==> config.mk <==
export PLATFORM = sky130hd
export DESIGN_NAME = ring_link_arbiter_flat
export DESIGN_NICKNAME = d
export VERILOG_FILES = /design/src/rtl/ring_link_arbiter_if.sv /design/src/rtl/ring_link_arbiter.sv /design/src/flat_wrapper.sv
export SDC_FILE = /design/constraint.sdc
export NUM_CORES = 1
export LEC_CHECK = 0
export BUFFER_PORTS_ARGS = -buffer_cell sky130_fd_sc_hd__buf_4
export CORE_ASPECT_RATIO = 1.4
export CORE_MARGIN = 1.5
export CORE_UTILIZATION = 50
export DETAILED_ROUTE_END_ITERATION = 10
export HOLD_SLACK_MARGIN = 0.03
export PLACE_DENSITY_LB_ADDON = 0.15
export RECOVER_POWER = 25
export SLEW_MARGIN = 15
export SYNTH_ARGS = -nofsm -noshare
export SYNTH_HDL_FRONTEND = slang
export SYNTH_SLANG_ARGS = --single-unit
export TNS_END_PERCENT = 100
==> constraint.sdc <==
create_clock -name shiftInCLK -period 4.24 [get_ports shiftInCLK]
set_input_delay 0.848 -clock shiftInCLK [delete_from_list [all_inputs] [get_ports shiftInCLK]]
set_output_delay 0.848 -clock shiftInCLK [all_outputs]
set_load 0.03 [all_outputs]
==> src/rtl/ring_link_arbiter_if.sv <==
// Link-side bundle of the ring link arbiter: the three inbound packet ports,
// downstream ready, and the shared outbound link plus its status outputs.
interface ring_link_arbiter_if #(
  parameter int DATA_WIDTH = 32,
  parameter int CNT_WIDTH  = 8
);
  logic [DATA_WIDTH-1:0] shiftInLeftData;
  logic                  shiftInLeftCS;
  logic [DATA_WIDTH-1:0] shiftInRightData;
  logic                  shiftInRightCS;
  logic [DATA_WIDTH-1:0] shiftInData;
  logic                  shiftInCS;
  logic                  outReady;
  logic [DATA_WIDTH-1:0] shiftOutData;
  logic                  shiftOutCS;
  logic                  leftFull;
  logic                  rightFull;
  logic                  localFull;
  logic [1:0]            grantId;
  logic [CNT_WIDTH-1:0]  dropCount;

  modport master (
    output shiftInLeftData, shiftInLeftCS, shiftInRightData, shiftInRightCS,
           shiftInData, shiftInCS, outReady,
    input  shiftOutData, shiftOutCS, leftFull, rightFull, localFull,
           grantId, dropCount
  );

  modport slave (
    input  shiftInLeftData, shiftInLeftCS, shiftInRightData, shiftInRightCS,
           shiftInData, shiftInCS, outReady,
    output shiftOutData, shiftOutCS, leftFull, rightFull, localFull,
           grantId, dropCount
  );
endinterface

==> src/rtl/ring_link_arbiter.sv <==
// Shares one outgoing ring link between left, right and local sources using
// per-source packet FIFOs and a round-robin IDLE/SEND/GAP scheduler.
module ring_link_arbiter #(
  parameter int DATA_WIDTH = 32,
  parameter int FIFO_DEPTH = 2,
  parameter int GAP_CYCLES = 1,
  parameter int CNT_WIDTH  = 8
) (
  input logic                shiftInCLK,
  input logic                reset,
  ring_link_arbiter_if.slave link
);

  localparam int NSRC  = 3;
  localparam int PTR_W = $clog2(FIFO_DEPTH);
  localparam int CW    = PTR_W + 1;
  localparam int SW    = CNT_WIDTH + 2;

  localparam logic [1:0] ST_IDLE = 2'd0;
  localparam logic [1:0] ST_SEND = 2'd1;
  localparam logic [1:0] ST_GAP  = 2'd2;

  localparam logic [3:0]           GAP_LOAD = (GAP_CYCLES > 0) ? 4'(GAP_CYCLES - 1) : 4'd0;
  localparam logic [CW-1:0]        FULL_CNT = CW'(FIFO_DEPTH);
  localparam logic [CNT_WIDTH-1:0] DROP_MAX = '1;

  logic [DATA_WIDTH-1:0] mem_q    [NSRC][FIFO_DEPTH];
  logic [DATA_WIDTH-1:0] mem_d    [NSRC][FIFO_DEPTH];
  logic [PTR_W-1:0]      wr_ptr_q [NSRC];
  logic [PTR_W-1:0]      wr_ptr_d [NSRC];
  logic [PTR_W-1:0]      rd_ptr_q [NSRC];
  logic [PTR_W-1:0]      rd_ptr_d [NSRC];
  logic [CW-1:0]         count_q  [NSRC];
  logic [CW-1:0]         count_d  [NSRC];

  logic [1:0]            state_q, state_d;
  logic [3:0]            gap_q, gap_d;
  logic [1:0]            rr_q, rr_d;
  logic [1:0]            grant_q, grant_d;
  logic                  out_cs_q, out_cs_d;
  logic [DATA_WIDTH-1:0] out_data_q, out_data_d;
  logic [CNT_WIDTH-1:0]  drop_q, drop_d;

  logic [DATA_WIDTH-1:0] in_data [NSRC];
  logic [NSRC-1:0]       in_cs;
  logic [NSRC-1:0]       not_empty;
  logic [NSRC-1:0]       pop;
  logic [NSRC-1:0]       accept;
  logic [NSRC-1:0]       reject;
  logic                  sel_valid;
  logic [1:0]            sel;
  logic [2:0]            cand;
  logic                  launch;
  logic [DATA_WIDTH-1:0] head_data;
  logic [1:0]            rej_num;
  logic [SW-1:0]         drop_sum;

  assign in_data[0] = link.shiftInLeftData;
  assign in_data[1] = link.shiftInRightData;
  assign in_data[2] = link.shiftInData;
  assign in_cs      = {link.shiftInCS, link.shiftInRightCS, link.shiftInLeftCS};

  always_comb begin
    for (int i = 0; i < NSRC; i++) begin
      not_empty[i] = (count_q[i] != '0);
    end
  end

  // Round-robin scan starting at the pointer, wrapping left -> right -> local.
  always_comb begin
    sel_valid = 1'b0;
    sel       = 2'd0;
    cand      = 3'd0;
    for (int k = 0; k < NSRC; k++) begin
      cand = 3'(rr_q) + 3'(k);
      if (cand >= 3'd3) begin
        cand = cand - 3'd3;
      end
      if (!sel_valid && not_empty[cand[1:0]]) begin
        sel_valid = 1'b1;
        sel       = cand[1:0];
      end
    end
  end

  assign head_data = mem_q[sel][rd_ptr_q[sel]];

  always_comb begin
    state_d    = state_q;
    gap_d      = gap_q;
    rr_d       = rr_q;
    grant_d    = grant_q;
    out_cs_d   = 1'b0;
    out_data_d = out_data_q;
    launch     = 1'b0;
    case (state_q)
      ST_IDLE: begin
        if (link.outReady && sel_valid) begin
          launch     = 1'b1;
          out_cs_d   = 1'b1;
          out_data_d = head_data;
          grant_d    = sel;
          rr_d       = (sel == 2'd2) ? 2'd0 : sel + 2'd1;
          state_d    = ST_SEND;
        end
      end
      ST_SEND: begin
        if (GAP_CYCLES > 0) begin
          state_d = ST_GAP;
          gap_d   = GAP_LOAD;
        end else begin
          state_d = ST_IDLE;
        end
      end
      ST_GAP: begin
        if (gap_q == 4'd0) begin
          state_d = ST_IDLE;
        end else begin
          gap_d = gap_q - 4'd1;
        end
      end
      default: state_d = ST_IDLE;
    endcase
  end

  // A full FIFO still accepts a push when its head leaves on the same edge.
  always_comb begin
    mem_d = mem_q;
    for (int i = 0; i < NSRC; i++) begin
      pop[i]      = launch && (sel == 2'(i));
      accept[i]   = in_cs[i] && ((count_q[i] != FULL_CNT) || pop[i]);
      reject[i]   = in_cs[i] && !accept[i];
      wr_ptr_d[i] = wr_ptr_q[i];
      rd_ptr_d[i] = rd_ptr_q[i];
      if (accept[i]) begin
        mem_d[i][wr_ptr_q[i]] = in_data[i];
        wr_ptr_d[i]           = wr_ptr_q[i] + PTR_W'(1);
      end
      if (pop[i]) begin
        rd_ptr_d[i] = rd_ptr_q[i] + PTR_W'(1);
      end
      count_d[i] = count_q[i] + CW'(accept[i]) - CW'(pop[i]);
    end
  end

  always_comb begin
    rej_num  = 2'(reject[0]) + 2'(reject[1]) + 2'(reject[2]);
    drop_sum = SW'(drop_q) + SW'(rej_num);
    if (drop_sum > SW'(DROP_MAX)) begin
      drop_d = DROP_MAX;
    end else begin
      drop_d = drop_sum[CNT_WIDTH-1:0];
    end
  end

  always_ff @(posedge shiftInCLK or posedge reset) begin
    if (reset) begin
      state_q    <= ST_IDLE;
      gap_q      <= 4'd0;
      rr_q       <= 2'd0;
      grant_q    <= 2'd3;
      out_cs_q   <= 1'b0;
      out_data_q <= '0;
      drop_q     <= '0;
      for (int i = 0; i < NSRC; i++) begin
        wr_ptr_q[i] <= '0;
        rd_ptr_q[i] <= '0;
        count_q[i]  <= '0;
      end
    end else begin
      state_q    <= state_d;
      gap_q      <= gap_d;
      rr_q       <= rr_d;
      grant_q    <= grant_d;
      out_cs_q   <= out_cs_d;
      out_data_q <= out_data_d;
      drop_q     <= drop_d;
      for (int i = 0; i < NSRC; i++) begin
        wr_ptr_q[i] <= wr_ptr_d[i];
        rd_ptr_q[i] <= rd_ptr_d[i];
        count_q[i]  <= count_d[i];
      end
    end
  end

  // Payload storage needs no reset; emptiness is tracked by the counts.
  always_ff @(posedge shiftInCLK) begin
    mem_q <= mem_d;
  end

  assign link.shiftOutData = out_data_q;
  assign link.shiftOutCS   = out_cs_q;
  assign link.leftFull     = (count_q[0] == FULL_CNT);
  assign link.rightFull    = (count_q[1] == FULL_CNT);
  assign link.localFull    = (count_q[2] == FULL_CNT);
  assign link.grantId      = grant_q;
  assign link.dropCount    = drop_q;

endmodule

==> src/flat_wrapper.sv <==
// flat-port wrapper written by rule: the top's interface ports become plain ports
module ring_link_arbiter_flat 
#(
  parameter int DATA_WIDTH = 32,
  parameter int FIFO_DEPTH = 2,
  parameter int GAP_CYCLES = 1,
  parameter int CNT_WIDTH  = 8
)
  (shiftInCLK, reset, link_shiftInLeftData, link_shiftInLeftCS, link_shiftInRightData, link_shiftInRightCS, link_shiftInData, link_shiftInCS, link_outReady, link_shiftOutData, link_shiftOutCS, link_leftFull, link_rightFull, link_localFull, link_grantId, link_dropCount);
  ring_link_arbiter_if #(.DATA_WIDTH(DATA_WIDTH), .CNT_WIDTH(CNT_WIDTH)) link_i ();
  input logic shiftInCLK;
  input logic reset;
  input wire logic [$bits(link_i.shiftInLeftData)-1:0] link_shiftInLeftData;
  input wire logic [$bits(link_i.shiftInLeftCS)-1:0] link_shiftInLeftCS;
  input wire logic [$bits(link_i.shiftInRightData)-1:0] link_shiftInRightData;
  input wire logic [$bits(link_i.shiftInRightCS)-1:0] link_shiftInRightCS;
  input wire logic [$bits(link_i.shiftInData)-1:0] link_shiftInData;
  input wire logic [$bits(link_i.shiftInCS)-1:0] link_shiftInCS;
  input wire logic [$bits(link_i.outReady)-1:0] link_outReady;
  output wire logic [$bits(link_i.shiftOutData)-1:0] link_shiftOutData;
  output wire logic [$bits(link_i.shiftOutCS)-1:0] link_shiftOutCS;
  output wire logic [$bits(link_i.leftFull)-1:0] link_leftFull;
  output wire logic [$bits(link_i.rightFull)-1:0] link_rightFull;
  output wire logic [$bits(link_i.localFull)-1:0] link_localFull;
  output wire logic [$bits(link_i.grantId)-1:0] link_grantId;
  output wire logic [$bits(link_i.dropCount)-1:0] link_dropCount;
  assign link_i.shiftInLeftData = link_shiftInLeftData;
  assign link_i.shiftInLeftCS = link_shiftInLeftCS;
  assign link_i.shiftInRightData = link_shiftInRightData;
  assign link_i.shiftInRightCS = link_shiftInRightCS;
  assign link_i.shiftInData = link_shiftInData;
  assign link_i.shiftInCS = link_shiftInCS;
  assign link_i.outReady = link_outReady;
  assign link_shiftOutData = link_i.shiftOutData;
  assign link_shiftOutCS = link_i.shiftOutCS;
  assign link_leftFull = link_i.leftFull;
  assign link_rightFull = link_i.rightFull;
  assign link_localFull = link_i.localFull;
  assign link_grantId = link_i.grantId;
  assign link_dropCount = link_i.dropCount;
  ring_link_arbiter #(.DATA_WIDTH(DATA_WIDTH), .FIFO_DEPTH(FIFO_DEPTH), .GAP_CYCLES(GAP_CYCLES), .CNT_WIDTH(CNT_WIDTH)) u_core (.shiftInCLK(shiftInCLK), .reset(reset), .link(link_i));
endmodule
=== Word level (Yosys, flattened, before mapping) ===
Index checks and enable logic that the tools add are counted.

* Bits in registers: 255
* Latch bits: 0
* RAM bits: 0
* Memory bits (read-only): 0
* Output and inout port bits: 46
* Memories kept: 0

* $add $sub $neg: 22
* $mul: 0
* Div/mod/pow operators: 0
* Order comparisons: 15
* Equality and inequality tests: 13
* Shift-type cells: 0
* Multiplexer cells: 42
* Bitwise operators: 5
* Reductions and logical operators: 33

{| class="wikitable"
|+ Operators by type and width
! kind !! number
|-
| bitwise mux 64 bit || 3
|-
| 2-to-1 mux 32 bit || 6
|-
| binary-select mux 64 bit (select 2 bit) || 1
|-
| 2-to-1 mux 64 bit || 2
|-
| demux 32 bit (select 1 bit) || 3
|-
| 2-to-1 mux 2 bit || 9
|-
| logical AND 1 bit || 15
|-
| equality test 2 bit (second input constant) || 5
|-
| greater-or-equal comparator 2 bit (second input constant) || 5
|-
| greater-than comparator 10 x 8 -> 1 bit (second input constant) || 1
|-
| 2-to-1 mux 1 bit || 10
|-
| adder 8 x 2 -> 9 bit || 1
|-
| less-than comparator 2 x 3 -> 1 bit (second input constant) || 3
|-
| adder 2 x 1 -> 2 bit || 4
|-
| binary-select mux 1 bit (select 2 bit) || 4
|-
| 2-to-1 mux 8 bit || 1
|-
| != test 2 bit (second input constant) || 4
|-
| NOT 1 -> 2 bit || 4
|-
| one-hot mux 4 bit (2 select lines) || 1
|-
| nonzero test 2 bit || 4
|-
| adder 1 bit (second input constant) || 6
|-
| greater-or-equal comparator 3 x 2 -> 1 bit (second input constant) || 2
|-
| less-than comparator 2 x 1 -> 1 bit (second input constant) || 3
|-
| one-hot mux 2 bit (3 select lines) || 1
|-
| other kinds (17) || 32
|}

=== Logic depth before layout (Yosys ltp) ===
Gate-level depths: netlist (run 1).

* Depth after elaboration: 24
* Mapped depth: 18
* Mapped depth without buffers: 15

=== Least setup slack after synthesis (run 1) ===
Ideal clock, no wire load.

* Path type: register -> register
* From: reg u_core.rr_q[0]
* To: reg u_core.mem_q[0] (netlist bit) (enable)
* Setup time: 421 ps
* Data arrival time: 3548 ps
* Required time: 3819 ps
* Slack: 271 ps
* Stages on the path, launching flop included: 13
* Path buffers: 3
* Clock period less this slack: 3969 ps
* Cell sequence: dfrtp_1 > inv_1 > ha_1 > buf_2 > and2_1 > o21ai_0 > nor4_2 > nor2_1 > buf_4 > buf_2 > nand3_1 > a21bo_2 > nor2_1

* Word-level cells in the longest chain between the ends: 17
* Elaborated cells on any way between the ends: 34
* Those cells by class: add/sub (5); order compare (3); eq/ne (1); mux (17); reduce/logical (8)

{| class="wikitable"
|+ Ends and longest elaborated chain
! element !! RTL line !! source
|-
| start, declared || ring_link_arbiter.sv:38 || <nowiki>logic [1:0] rr_q, rr_d;</nowiki>
|-
| start signal, assigned || ring_link_arbiter.sv:173 || <nowiki>rr_q <= rr_d;</nowiki>
|-
| parallel branches: the longest is 14 deep, another holds adder 2 x 1 -> 3 bit || n/a ||
|-
| logical AND 1 bit * || ring_link_arbiter.sv:130 || <nowiki>pop[i] = launch && (sel == 2'(i));</nowiki>
|-
| logical OR 1 bit * || ring_link_arbiter.sv:131 || <nowiki>accept[i] = in_cs[i] && ((count_q[i] != FULL_CNT) || pop[i]);</nowiki>
|-
| logical AND 1 bit * || ring_link_arbiter.sv:131 ||
|-
| end signal, assigned || ring_link_arbiter.sv:188 || <nowiki>mem_q <= mem_d;</nowiki>
|-
| end, declared || ring_link_arbiter.sv:27 || <nowiki>logic [DATA_WIDTH-1:0] mem_q [NSRC][FIFO_DEPTH];</nowiki>
|}

Mark *: on every way between the ends. The select of a mux whose other input is x is not followed.
A chain may end at the register's enable or synchronous reset.

=== Final worst setup path (run 1) ===
* From: reg u_core.rr_q[1]
* To: reg u_core.drop_q[0] (netlist: u_core.link.dropCount[0])

* Word-level cells in the longest chain between the ends: 24
* Elaborated cells on any way between the ends: 53
* Those cells by class: add/sub (8); order compare (4); eq/ne (2); mux (18); reduce/logical (21)

{| class="wikitable"
|+ Ends and longest elaborated chain
! element !! RTL line !! source
|-
| parallel branches: the longest is 20 deep, another holds adder 2 x 1 -> 3 bit || n/a ||
|-
| adder 2 x 1 -> 2 bit * || ring_link_arbiter.sv:147 || <nowiki>rej_num = 2'(reject[0]) + 2'(reject[1]) + 2'(reject[2]);</nowiki>
|-
| adder 8 x 2 -> 9 bit * || ring_link_arbiter.sv:148 || <nowiki>drop_sum = SW'(drop_q) + SW'(rej_num);</nowiki>
|-
| greater-than comparator 10 x 8 -> 1 bit || ring_link_arbiter.sv:149 || <nowiki>if (drop_sum > SW'(DROP_MAX)) begin</nowiki>
|-
| 2-to-1 mux 8 bit * || ring_link_arbiter.sv:149 ||
|-
| net u_core.drop_d[0] || ring_link_arbiter.sv:42 || <nowiki>logic [CNT_WIDTH-1:0] drop_q, drop_d;</nowiki>
|-
| end signal, assigned || ring_link_arbiter.sv:177 || <nowiki>drop_q <= drop_d;</nowiki>
|-
| end, declared || ring_link_arbiter.sv:42 ||
|}

Mark *: on every way through the listed nets, which the timed path passes. The select of a mux whose other input is x is not followed.

==> impl_results.md, run 1 <==
- Status: completed
- Largest net degree at the start of global routing: 131
- Reg2reg end: u_core.link.dropCount[0]
- Root buffer cell: clkbuf_16
- PortBufs: between 100 and 150
- Tot Pwr: around 11 mW
- Post-Syn Area: 0.0104 sq mm
- Final RePlAce weighted congestion: 0.844
- Routed WL per cell: 21.3 microns
- Worst-margin pin slew: 1.02 ns
- Clock sink count: ~260
- WP data arrival: 4.46 ns
- Slew Viols, Final: 0
- Via Count: between 6,000 and 7,000
- R2R setup slack: 0.23 ns
- Area grow syn2layout: 20.9%
- Worst skew pair latency: 0.52 ns
- Crit Path Class: reg -> reg
- Detail Placement HPWL: between 15 and 20 mm
- Startpoint class of the critical path: register
- WP data required: 4.69 ns
- Power per standard cell area: 876 mW/mm^2
- Post-CTS Setup Repair Bufs: 0
- # hold bufs at CTS: 0
- Compound-Gate Fraction of Synth Area: 12.5%
- Share of cells above drive strength 1: 24.9%
- Nets: 993
- Number of synthesized flops with an enable pin: 192
- Site row count: 62
- Final setup viols: 0
- Layout Skew: 0.0110 ns
- Core Box Area: 0.0205 sq mm
- Final count of hold timing violations: 0
- Xor and xnor area share after synthesis: between 1 and 1.5%
- Slew margin rel.: about 32%
- Crit path capture type: register
- Fmax: approximately 0.25 GHz
- Synth Register Bits: between 200 and 300
- Synth Area in Adders: 1.82%
- Die height: 174 microns
- Leak pwr: between 4 and 5 nW
- Ys flop type: edfxtp_1
- Initial Util: 50.9%
- TritonRoute pass-1 iters: 5
- Die Area: 0.0217 sq mm
- Total GRT Usage: 22.7%
- Mux contribution to synthesized area: under 10%
- YS warnings: 0
- Grt ovf: 0
- Fin crit share: 94.6%
- Vias per cell: around 5.8
- Ys async rst share: between 20% and 30%
- Register area share after synthesis: between 70% and 80%
- Hold Path Class: in -> async
- Largest family of logic cells by synthesized area: compound AO/OA/AOI/OAI gates
- Final setup margin: 0.228 ns
- Crit path time final: 4.01 ns
- CTS tree: done
- Syn_nets: 847
- Inserted Clock Buffers: 25
- Hold Slack: 0.407 ns
- Post-Synth Simple-Gate Area: 7.65%
- 1st-iter DRT viols: 435
- Die width: 125 microns
- CTS Buffer Depth: 3
- MaxCap Viol Count: 0
- Final WL: between 20 and 25 mm
- Worst reg2reg startpoint: u_core.rr_q[1]
- Worst Path Max Fanout: 8
- Residual DRC: 0
- Dpl cell area: about 0.012 sq mm
- Clk slew on worst S/H paths: 0.06 ns
- First-pass GRT wire length: 38.4 mm
- Ant diodes: 0
- Worst-case vdd ir drop: approximately 0.70 mV
- H-tree levels: 1
- Netlist cell types: 58
- Post-synthesis cell count: roughly 730
- Final Core Density: 61.5%
- DP Worst Slack: 0.102 ns
- Final instance area: 0.0126 sq mm
- Syn Area/Cell: 14.3 sq um
- Post-DRT Antenna Nets: 0
- R2R cell count: 15
- Ports: 148
- Initial antenna violation count: 2
- Vias in the first global route: 7,150
what timing repair did:
item | in CTS | in global routing
gates resized for setup | 0 | 5
hold endpoints to repair | 0 | 0
setup endpoints to repair | 0 | 8
layout make-up:
cell class,count,area [sq um]
inverter,26,97.6
fill,1591,7880
clock inverter,12,148
clock buffer,34,679
sequential,255,7340
multi-input combinational,404,2820
timing repair buffer,165,1180
tap,256,320
sequential cells by signal (all words and copies together), names as in the netlist, 3 cells and up:
signal / count
u_core.gap_q: 4
u_core.rd_ptr_q: 3
u_core.wr_ptr_q: 3
u_core.link.shiftOutData: 32
u_core.mem_q: 192
u_core.link.dropCount: 8
u_core.count_q: 6
worst max-delay path: stages, from the launching register on:
cell      delay, ns
dfrtp_1        0.39
inv_1          0.07
ha_1           0.28
nor4b_1        0.52
o21ai_1        0.14
a21oi_2        0.36
a21oi_1        0.20
o21ai_2        0.22
nor2_1         0.08
fa_1           0.48
ha_1           0.16
inv_1          0.05
fa_1           0.45
nor2_1         0.19
nand3_1        0.21
nand2b_1       0.13
cell families (layout without fill, tap and decap cells):
| group | after synthesis | count (layout) |
|---|---|---|
| compound gates | 158 | 158 |
| simple gates | 184 | 184 |
| xor+xnor | 16 | 16 |
| buf+inv | 72 | 237 |
| mux | 32 | 32 |
| flops | 255 | 255 |
| fa+ha+maj | 14 | 14 |
power breakdown:
| group | total, mW | internal, mW | leakage (nW) | switching [mW] |
|---|---|---|---|---|
| sequential | 3.87 | 3.53 | 2.55 | 0.344 |
| clock | 2.23 | 1.31 | 0.393 | 0.916 |
| combinational | 4.94 | 1.73 | 1.98 | 3.21 |
| total | 11.0 | 6.56 | 4.92 | 4.47 |
cell usage after synthesis (16+ instances only):
| cell type | number | share of area, % |
|---|---|---|
| a2111oi_2 | 16 | 2.3 |
| mux2i_1 | 32 | 3.1 |
| a31oi_1 | 33 | 2.0 |
| edfxtp_1 | 192 | 55 |
| buf_2 | 17 | 0.82 |
| inv_1 | 24 | 0.86 |
| nand2_1 | 80 | 2.9 |
| nor2_1 | 67 | 2.4 |
| a221o_1 | 23 | 2.2 |
| dfrtp_1 | 61 | 15 |
| clkbuf_1 | 20 | 0.72 |
| o21ai_0 | 29 | 1.4 |
per-stage QoR:
| step | TNS [ns] | instances |
|---|---|---|
| 2_1_floorplan | 0 | 731 |
| 3_3_place_gp | 0 | 1106 |
| 3_5_place_dp | 0 | 1106 |
| 4_1_cts | 0 | 1152 |
| 5_1_grt | -0.626 | 1152 |
| 6_report | 0 | 1152 |
worst max path at each step:
stage | to | slack [ns] | startpoint | depth (start not counted)
detailed placement | u_core.link.dropCount[2] | 0.10 | u_core.rr_q[0] | 15
global route | u_core.link.dropCount[0] | -0.11 | u_core.rr_q[1] | 15
floorplan | u_core.mem_q[0] | 0.27 | u_core.rr_q[0] | 12
global placement | u_core.link.dropCount[0] | 0.33 | u_core.rr_q[0] | 15
finish | u_core.link.dropCount[0] | 0.23 | u_core.rr_q[1] | 15
CTS | u_core.link.dropCount[0] | 0.07 | u_core.rr_q[0] | 15
cell usage in the layout (no fill, tap or decap), types with 3 or more instances in the layout:
cell type,count
a31o_2,3
a221o_1,23
nand2b_1,5
nand2_1,80
bufinv_16,3
ha_1,11
clkbuf_4,53
a211o_1,10
a31oi_1,33
nor2b_1,4
clkbuf_1,28
a311o_1,9
a2111oi_2,15
dfrtp_1,61
o22ai_1,4
a21o_1,3
clkinv_1,3
edfxtp_1,192
a2111oi_0,7
clkbuf_16,25
mux2i_1,32
nor3_1,5
buf_4,89
xor2_1,4
clkinvlp_4,3
nor2_1,61
a21oi_1,8
o21ai_0,28
inv_1,23
nand3_1,4
xnor2_1,12
nor2_4,6
per-layer routing:
metal | vias to the layer above | routed length [microns] | share of wire [%] | GRT usage, %
met1 | 3354 | 9330 | 38 | 27.0
met3 | 44 | 1560 | 6.3 | 4.78
met2 | 221 | 13100 | 53 | 41.1
met5 | - | 21 | 0.086 | 0
met4 | 4 | 561 | 2.3 | 6.87
li1 | 3066 | - | - | -
(Power assumes the default switching activity.)
==> run 2, diff against run 1 <==
--- a/config.mk
+++ b/config.mk
@@ -11,7 +11,7 @@
 export CORE_UTILIZATION = 50
 export DETAILED_ROUTE_END_ITERATION = 10
 export HOLD_SLACK_MARGIN = 0.03
-export PLACE_DENSITY_LB_ADDON = 0.15
+export PLACE_DENSITY = 0.74
 export RECOVER_POWER = 25
 export SLEW_MARGIN = 15
 export SYNTH_ARGS = -nofsm -noshare
==> impl_results.md, run 2 (synthesis gave the netlist of run 1 again) <==
- CP Depth: 15
- Post-DRT Antenna Nets: 0
- R2R cell count: 15
- Part of the power in registers: 35.3%
- Switching Fraction: 40.2%
- Die Area: 0.0217 sq mm
- Top reg by flops: u_core.mem_q
- Startpoint class of the critical path: register
- MaxCap Viol Count: 0
- Residual DRC: 0
- Core Box Area: 0.0205 sq mm
- Worst skew pair latency: 0.52 ns
- Die height: 174 microns
- Final RePlAce weighted congestion: 0.866
- Area grow syn2layout: 20.7%
- Largest net degree at the start of global routing: 91
- Register area: about 0.0073 sq mm
- # hold bufs at CTS: 0
- Multi-input logic area: 0.00281 sq mm
- Power per standard cell area: roughly 870 mW/mm^2
- Worst-case vdd ir drop: 0.655 mV
- Vias in the first global route: 6,897
- Total GRT Usage: 21.9%
- Routed WL per cell: 20.5 microns
- Psw: ~4.4 mW
- Slew margin rel.: 32.4%
- Setup TNS: 0 ns
- RSZ-0062 raised after global routing: no
- Layout Skew: 0.00707 ns
- Via Count: about 6,600
- WP data required: 4.69 ns
- Hold Crit Depth: 1
- Clk slew on worst S/H paths: 0.06 ns
- Ports: 148
- Final WL: approximately 24 mm
- Inserted Clock Buffers: 24
- Max stage delay on crit path: roughly 0.49 ns
- Grt ovf: 0
- Initial antenna violation count: 1
- Worst-margin pin slew: 1.01 ns
- CTS Buffer Depth: 3
- 1st-iter DRT viols: 527
- Worst Path Max Fanout: 10
- Clock share of power: roughly 20%
- Max reg flops: 192
- TritonRoute pass-1 iters: 4
- Crit-path leading delay family: adder cells
- Site row count: 62
- WP data arrival: 4.34 ns
- Root buffer cell: clkbuf_16
- CTS tree: done
- P_int: about 6.6 mW
- Leading cell type in the layout, fill and taps excluded: edfxtp_1
- Final setup margin: 0.343 ns
- Hold Path Class: reg -> reg
- Slew Viols, Final: 0
- Die width: 125 microns
- Vias per cell: 5.72
- Fin crit share: 91.9%
- Slowest-stage cell, CP: fa_1
- Fmax: around 0.26 GHz
- Crit path time final: 3.90 ns
- Fill cells: 1,614
- Crit Path Class: reg -> reg
- Detail Placement HPWL: approximately 14 mm
- First-pass GRT wire length: about 37 mm
- Leak pwr: around 5 nW
- Fraction of power consumed by combinational cells: 45.1%
- Most frequent cells in the layout: edfxtp_1, buf_4, nand2_1, nor2_1, dfrtp_1
- Final setup viols: 0
- PortBufs: about 150
- Crit path capture type: register
- Final count of hold timing violations: 0
- Share of cells above drive strength 1: 24.4%
- Status: completed
- Initial Util: 50.9%
- Nets: between 900 and 1,000
- DP Worst Slack: around 0.28 ns
- H-tree levels: 1
- Clock sink count: 255
- Worst Path Buf+Inv: 2
- Critical path, cell by cell: inv_1, ha_1, o21ai_1, o22a_1, nor4_2, a21oi_1, o21ai_1, nor2_1, fa_1, ha_1, inv_1, fa_1, nor2_1, nand3_1, nand2b_1
==> run 2: cell count changes in the layout (fill, tap and decap cells not counted), sizes merged <==
cell,before,now
clkinvlp,3,1
clkbuf,108,99
diode,0,1
buf,91,92
clkinv,6,13
inv,26,25
==> run 2: repair_timing <==
item | in CTS | in global routing
endpoints found under the hold margin | 0 | 0
resized for setup | 0 | 2
endpoints found under the setup margin | 0 | 5
setup buffers | 0 | 0
==> run 2: per-layer routing <==
metal	vias up	routed length (microns)	global-route usage, %
met5	-	0	0
met4	0	636	8.43
met3	47	1160	3.36
met2	191	12400	38.4
met1	3281	9370	27.3
li1	3050	-	-
==> run 2: final timing paths <==
kind	startpoint	endpoint	slack (ns)
min in group asynchronous	reset	u_core.link.shiftOutData[30]	0.61
worst min-delay path	u_core.rd_ptr_q[0]	u_core.rd_ptr_q[0]	0.48
worst min register to register	u_core.rd_ptr_q[0]	u_core.rd_ptr_q[0]	0.48
max in group asynchronous	reset	u_core.link.shiftOutData[7]	3.03
worst max register to register	u_core.rr_q[0]	u_core.link.dropCount[0]	0.34
worst max-delay path	u_core.rr_q[0]	u_core.link.dropCount[0]	0.34
==> run 2: per-stage QoR <==
stage | total power [mW] | utilization, % | hold WS (ns) | area [sq um] | instances
detailed placement | 8.87 | 57.9 | 0.467 | 11900 | 1104
finish | 11.0 | 61.4 | 0.478 | 12600 | 1149
global placement | 8.74 | 57.9 | 0.468 | 11900 | 1104
CTS | 11.0 | 61.7 | 0.484 | 12600 | 1148
floorplan | 7.35 | - | 0.441 | 10400 | 731
global route | 11.6 | 61.4 | 0.510 | 12600 | 1149
==> run 2: power by group through the flow <==
stage                     Sequential, mW  Clock [mW]  Combinational [mW]
final                               3.87        2.14                4.94
after global placement              3.90           0                4.85
after detailed placement            3.91           0                4.95
after global routing                3.94        2.28                5.39
after CTS                           3.87        2.18                4.97
after floorplan                     4.20           0                3.14
==> run 2: final cells by class <==
type                    instances  share of cell area (%)
diodes                          1                  0.0199
clock buffers                  28                    5.06
clock inverters                16                    1.18
inverters                      26                   0.776
multi-input cells             404                    22.3
flip-flops and latches        255                    58.4
well taps                     256                    2.55
repair buffers                163                    9.70
